===== src/rtl/uart_rx_oversample.sv =====
// 8N1 UART receiver with 16x oversampling, start-bit glitch filter and framing-error flag.
// Emits each good byte with a one-cycle rx_done strobe; a low stop bit raises frame_err instead.
module uart_rx_oversample #(
  parameter int CLK_FREQ   = 100_000_000,
  parameter int BAUD       = 9600,
  parameter int OVERSAMPLE = 16
) (
  input  logic       clk,
  input  logic       rst,
  input  logic       rx,
  output logic [7:0] rx_data,
  output logic       rx_done,
  output logic       rx_busy,
  output logic       frame_err
);

  localparam int DIV   = CLK_FREQ / (BAUD * OVERSAMPLE);
  localparam int DIV_W = (DIV > 1) ? $clog2(DIV) : 1;
  localparam int S_W   = $clog2(OVERSAMPLE);

  localparam logic [DIV_W-1:0] DIV_LAST = DIV_W'(DIV - 1);
  localparam logic [S_W-1:0]   S_MID    = S_W'(OVERSAMPLE / 2 - 1);
  localparam logic [S_W-1:0]   S_LAST   = S_W'(OVERSAMPLE - 1);

  typedef enum logic [2:0] {
    S_IDLE,
    S_START,
    S_DATA,
    S_STOP,
    S_BREAK
  } state_t;

  logic             rx_meta_q;
  logic             rx_s_q;
  logic [DIV_W-1:0] div_cnt_q;
  logic             tick;

  state_t           state_q, state_d;
  logic [S_W-1:0]   samp_q, samp_d;
  logic [2:0]       bit_q, bit_d;
  logic [7:0]       shreg_q, shreg_d;
  logic [7:0]       data_q, data_d;
  logic             done_q, done_d;
  logic             ferr_q, ferr_d;

  // Two-flop synchroniser; resets to the idle (high) line level.
  always_ff @(posedge clk) begin
    if (rst) begin
      rx_meta_q <= 1'b1;
      rx_s_q    <= 1'b1;
    end else begin
      rx_meta_q <= rx;
      rx_s_q    <= rx_meta_q;
    end
  end

  // Free-running so the start edge lands at most one tick off the sample grid.
  assign tick = (div_cnt_q == DIV_LAST);

  always_ff @(posedge clk) begin
    if (rst) begin
      div_cnt_q <= '0;
    end else if (tick) begin
      div_cnt_q <= '0;
    end else begin
      div_cnt_q <= div_cnt_q + DIV_W'(1);
    end
  end

  always_ff @(posedge clk) begin
    if (rst) begin
      state_q <= S_IDLE;
      samp_q  <= '0;
      bit_q   <= '0;
      shreg_q <= '0;
      data_q  <= '0;
      done_q  <= 1'b0;
      ferr_q  <= 1'b0;
    end else begin
      state_q <= state_d;
      samp_q  <= samp_d;
      bit_q   <= bit_d;
      shreg_q <= shreg_d;
      data_q  <= data_d;
      done_q  <= done_d;
      ferr_q  <= ferr_d;
    end
  end

  always_comb begin
    state_d = state_q;
    samp_d  = samp_q;
    bit_d   = bit_q;
    shreg_d = shreg_q;
    data_d  = data_q;
    done_d  = 1'b0;
    ferr_d  = 1'b0;

    unique case (state_q)
      S_IDLE: begin
        if (!rx_s_q) begin
          state_d = S_START;
          samp_d  = '0;
        end
      end

      // A start bit that is high again at mid-bit was a glitch.
      S_START: begin
        if (tick) begin
          if (samp_q == S_MID) begin
            if (!rx_s_q) begin
              state_d = S_DATA;
              samp_d  = '0;
              bit_d   = '0;
            end else begin
              state_d = S_IDLE;
            end
          end else begin
            samp_d = samp_q + S_W'(1);
          end
        end
      end

      S_DATA: begin
        if (tick) begin
          if (samp_q == S_LAST) begin
            shreg_d = {rx_s_q, shreg_q[7:1]};
            samp_d  = '0;
            if (bit_q == 3'd7) begin
              state_d = S_STOP;
            end else begin
              bit_d = bit_q + 3'd1;
            end
          end else begin
            samp_d = samp_q + S_W'(1);
          end
        end
      end

      // Leaving at mid-stop-bit lets a back-to-back start edge be caught.
      S_STOP: begin
        if (tick) begin
          if (samp_q == S_LAST) begin
            if (rx_s_q) begin
              data_d  = shreg_q;
              done_d  = 1'b1;
              state_d = S_IDLE;
            end else begin
              ferr_d  = 1'b1;
              state_d = S_BREAK;
            end
          end else begin
            samp_d = samp_q + S_W'(1);
          end
        end
      end

      S_BREAK: begin
        if (rx_s_q) begin
          state_d = S_IDLE;
        end
      end

      default: begin
        state_d = S_IDLE;
      end
    endcase
  end

  assign rx_data   = data_q;
  assign rx_done   = done_q;
  assign frame_err = ferr_q;
  assign rx_busy   = (state_q != S_IDLE);

endmodule

===== config.mk =====
export PLATFORM = sky130hd
export DESIGN_NAME = uart_rx_oversample
export DESIGN_NICKNAME = d
export VERILOG_FILES = /design/src/rtl/uart_rx_oversample.sv
export SDC_FILE = /design/constraint.sdc
export NUM_CORES = 1
export LEC_CHECK = 0
export CAP_MARGIN = 25
export CORE_MARGIN = 3
export CORE_UTILIZATION = 35
export CTS_BUF_LIST = sky130_fd_sc_hd__clkbuf_4
export CTS_CLUSTER_DIAMETER = 200
export DETAILED_ROUTE_END_ITERATION = 12
export PLACE_DENSITY = 0.58
export SETUP_SLACK_MARGIN = 0.1
export SLEW_MARGIN = 20
export SYNTH_ARGS = -nofsm -noshare
export SYNTH_HDL_FRONTEND = slang
export SYNTH_SLANG_ARGS = --single-unit

===== constraint.sdc =====
create_clock -name clk -period 2.4 [get_ports clk]
set_clock_uncertainty 0.05 [all_clocks]
set_input_delay 0.36 -clock clk [delete_from_list [all_inputs] [get_ports clk]]
set_output_delay 0.36 -clock clk [all_outputs]
set_load 0.01 [all_outputs]

Yosys cells after proc, flatten, opt, wreduce, memory -nomap -nowiden
Index checks and enable logic that the tools add are counted.
{"block": "classes", "add_sub_neg": 3, "n_eq_ne": 20, "n_mux": 29, "bitwise": 3, "n_reduce_logical": 11}
{"cell": "3-bit two-way mux", "n": 16}
{"cell": "4-bit two-way mux", "n": 7}
{"cell": "2-bit inequality test, second input constant", "n": 12}
{"cell": "4-bit one-hot mux with 4 select lines", "n": 1}
{"cell": "3-bit one-hot mux with 5 select lines", "n": 1}
{"cell": "10-bit by 1-bit adder with 10-bit output, second input constant", "n": 1}
{"cell": "10-bit equality test, second input constant", "n": 1}
{"cell": "9-bit AND reduction", "n": 1}
{"cell": "7-bit AND reduction", "n": 1}
{"cell": "3-bit by 2-bit equality test with 1-bit output, second input constant", "n": 2}
{"cell": "3-bit equality test, second input constant", "n": 2}
{"cell": "3-bit one-hot mux with 2 select lines", "n": 1}
{"cell": "5-bit AND reduction", "n": 1}
{"cell": "4-bit by 1-bit adder with 4-bit output, second input constant", "n": 1}
{"cell": "4-bit by 3-bit equality test with 1-bit output, second input constant", "n": 1}
{"cell": "4-bit equality test, second input constant", "n": 1}
{"cell": "4-bit AND reduction", "n": 1}
{"cell": "4-bit nonzero test", "n": 1}
{"cell": "4-bit OR reduction", "n": 1}
{"cell": "3-bit by 1-bit adder with 3-bit output, second input constant", "n": 1}
{"cell": "3-bit by 1-bit equality test with 1-bit output, second input constant", "n": 1}
{"cell": "3-bit logical NOT", "n": 1}
{"cell": "1-bit inverter", "n": 3}
{"cell": "3-bit AND reduction", "n": 1}
{"cell": "5 further kinds", "n": 6}
{"block": "totals", "ff_bits": 40, "out_inout_bits": 11}

Longest topological paths before layout
Gate-level depths: netlist (run 1).
{"block": "depth", "depth_word": 5, "mapped_depth": 8}

Worst setup path after synthesis (run 1)
OpenSTA, ideal clock, no wires.
{"block": "synth_timing", "path_kind": "flip-flop to flip-flop", "start": "register samp_q[0]", "end": "register state_q[0]", "setup_ps": 71, "arrival_time_ps": 1719, "setup_slack_ps": 560, "stages_incl_launch_ff": 7, "path_buffers": 0, "cell_sequence": "dfxtp_1 > ha_1 > nand3b_1 > a32oi_1 > o311ai_2 > or4_1 > a21oi_1"}
{"block": "synth_via", "elab_chain_len": 3}
{"element": "start, declared", "line": "39", "source": "logic [S_W-1:0] samp_q, samp_d;"}
{"element": "start signal, assigned", "line": "81", "source": "samp_q <= samp_d;"}
{"element": "4-bit equality test or 4-bit by 3-bit equality test with 1-bit output (tied branches)", "line": "126, 143, 110"}
{"element": "2-bit inequality test (no line)"}
{"element": "9-bit AND reduction (no line) (*)"}
{"element": "end signal, assigned", "line": "80", "source": "state_q <= state_d;"}
{"element": "end, declared", "line": "38", "source": "state_t state_q, state_d;"}
Every way passes the cells marked *; elsewhere a longest branch is shown, timed or not.
A chain may end at the register's enable or synchronous reset.

Worst setup path in the final report (run 1)
{"block": "layout_timing", "start": "register state_q[2]", "end": "output port rx_busy"}
{"block": "layout_via", "elab_chain_len": 1}
{"element": "3-bit nonzero test", "line": "173", "source": "assign rx_busy = (state_q != S_IDLE);"}
{"element": "end, declared", "line": "13", "source": "output logic rx_busy,"}
No other way between the ends.

==> results of run 1 <==
[metrics by stage]
step / std cells / power [mW] / util / area, um^2 / worst slack (ns)
floorplan: 203 / 0.735 / - / 1830 / 0.560
global placement: 278 / 0.752 / 0.417 / 2040 / 0.382
detailed placement: 278 / 0.752 / 0.417 / 2040 / 0.364
CTS: 286 / 1.22 / 0.434 / 2120 / 0.161
global route: 286 / 1.26 / 0.435 / 2120 / 0.148
finish: 286 / 1.20 / 0.435 / 2120 / 0.215
[worst paths after layout]
path,slack (ns),startpoint,end
hold reg to reg,0.37,rx_meta_q,rx_s_q
setup reg to reg,0.35,samp_q[0],state_q[0]
hold / removal,0.37,rx_meta_q,rx_s_q
setup / recovery,0.21,state_q[2],rx_busy
[layout by cell type (no fill, tap or decap), drive strengths merged, types with 5 or more instances in the layout]
cell type and n:
dfxtp 40, nor2 37, mux2i 16, nand2 13, clkdlybuf4s50 13, a21oi 9, nand3 7, buf 6
nor2b 5, xnor2 5, or2 5, ha 5, clkbuf 5
[metal layers]
| layer | vias up | wire length [um] | GRT usage |
|---|---|---|---|
| li1 | 730 | - | - |
| met1 | 599 | 1710 | 0.157 |
| met2 | 21 | 1460 | 0.193 |
| met5 | - | 0 | 0 |
| met3 | 7 | 88 | 0.0310 |
| met4 | 0 | 59 | 0.0524 |
[power breakdown]
| group | total, mW | switching (mW) | internal [mW] |
|---|---|---|---|
| sequential | 0.683 | 0.0108 | 0.672 |
| combinational | 0.0535 | 0.0286 | 0.0250 |
| clock | 0.466 | 0.243 | 0.223 |
[layout make-up]
| class | instances | area [um^2] | share of cell area |
|---|---|---|---|
| multi-input combinational | 149 | 965 | 0.455 |
| sequential | 40 | 802 | 0.378 |
| timing repair buffer | 19 | 175 | 0.0826 |
| tap | 67 | 83.8 | 0.0395 |
| clock inverter | 3 | 46.3 | 0.0218 |
| clock buffer | 5 | 37.5 | 0.0177 |
| inverter | 3 | 11.3 | 0.00531 |
[state kept, by name, indices dropped and copies added (netlist names)]
name / count
rx_s_q: 1
frame_err: 1
rx_done: 1
div_cnt_q: 10
state_q: 3
rx_meta_q: 1
shreg_q: 8
bit_q: 3
samp_q: 4
rx_data: 8
[cells by family after synthesis]
group                    Yosys count  synth area share
AND/OR/NAND/NOR                   96             0.278
flip-flops                        40             0.437
AO/OA/AOI/OAI                     24            0.0895
multiplexers                      16            0.0875
buffers and inverters             14            0.0355
XOR/XNOR                           8            0.0383
adder cells (fa/ha/maj)            5            0.0342
[worst max-delay path, cell delays in order (launching register included)]
cell	delay, ns
dfxtp_1	0.37
buf_4	0.18
or3_1	0.38
clkdlybuf4s50_1	0.49
==> summary.txt, run 1 <==
Synth
  • Asr flop ratio synth: 0
  • Synth warnings: 0
  • Commonest cells in the netlist: 40 x dfxtp_1, 37 x nor2_1, 16 x mux2i_1
  • Predominant post-synthesis flop cell: dfxtp_1
  • Avg Inst Size Synth: 9.02 um^2
  • Seq/Total Area, Yosys: 0.437
  • Syn nets: 211
  • Top-count cell post-synth: dfxtp_1
  • Synthesized instance count: 203
  • Seq cells post-synth: 40
  • Area contributors post-synth: dfxtp_1 44%, mux2i_1 8.7%, nor2_1 7.6%
  • EDFF count, synth: 0
  • Number of distinct library cells after synthesis: 43
  • Synthesized area: 1830 um^2
  • Synth top area share: 0.437
  • Area leader, netlist: dfxtp_1

Placement
  • Placer Congestion: 0.812
  • DP HPWL: 2370 um
  • PortBufs: 13

Detailed routing
  • Drt total wl: 3320 um
  • 1st-iter DRT viols: 110
  • Drt wl/cell: 11.6 um
  • Final ANT Viol Nets: 0
  • DR vias: 1357
  • DRT Pass-1 Iters: 4
  • DR DRC count: 0
  • Via density per instance: 4.74

STA
  • Final worst-path cycle share: 0.911
  • Setup total negative slack: 0 ns
  • Setup violators final: 0
  • Measured slew at the worst slew-check pin: 0.548 ns
  • RSZ-0062 raised after global routing: no
  • Rel. slew slack: 0.634
  • Max Clk Rate: 458 MHz
  • Final Hold Vio Count: 0
  • Max-slew violation count: 0
  • Hold Slack: 0.371 ns
  • Final critical-path required period: 2.19 ns

Die
  • Placeable Area: 4880 um^2
  • Area of the die: 6130 um^2
  • Die height: 78.3 um
  • Ports: 14
  • Die width: 78.3 um
  • Initial core utilization: 0.375
  • Row count: 25

Clock tree
  • CTS sink count: 40
  • Htree depth: 2
  • Worst-skew pair later-pin latency: 0.36 ns
  • Hold-fix buffers at CTS: 0
  • CTS max path bufs: 2
  • Worst-path clk slew: 0.14 ns
  • Setup bufs post-CTS: 0
  • CTS tree: yes
  • Post-CTS sizing: 0
  • Cts bufs inserted: 5
  • CTS Root Buffer Type: clkbuf_4

Global route
  • Overall routing resource usage: 0.122
  • First-pass GRT wire length: 5980 um
  • Initial antenna violation count: 0
  • Number of global-route vias before repair: 1367
  • Largest net degree at the start of global routing: 15
  • Gr ovfl total: 0

Worst setup path
  • R2R depth: 6
  • Critical Path RT: 1.99 ns
  • Kind of critical path: reg2out
  • Worst EP arrival: 1.78 ns
  • Crit path launch type: flip-flop
  • CP Capture Type: output pin
  • CP max FO: 10

Job
  • # Max-Cap Violations: 0

Outcome
  • Outcome: finished clean

Power and ir drop
  • Max IR drop VDD: 0.000331 V
  • Pleak: 0.870 nW
  • PwrDens: 567 nW/um^2

Final layout
  • Area delta synth->final: 15.9%
  • Filler Cell Count: 507
  • Final net count: 226
  • Layout cells sized above 1: 0.114
  • Ant. Diodes: 0

Min path
  • Worst hold path class: reg2reg
  • Hold Path Stages: 1
Power figures use the tool's default switching activity.
==> run 2, diff against run 1 <==
- CTS_CLUSTER_DIAMETER: 200 -> not set
==> results of run 2 <==
Final layout, timing and power as in run 1 (identical DEF).
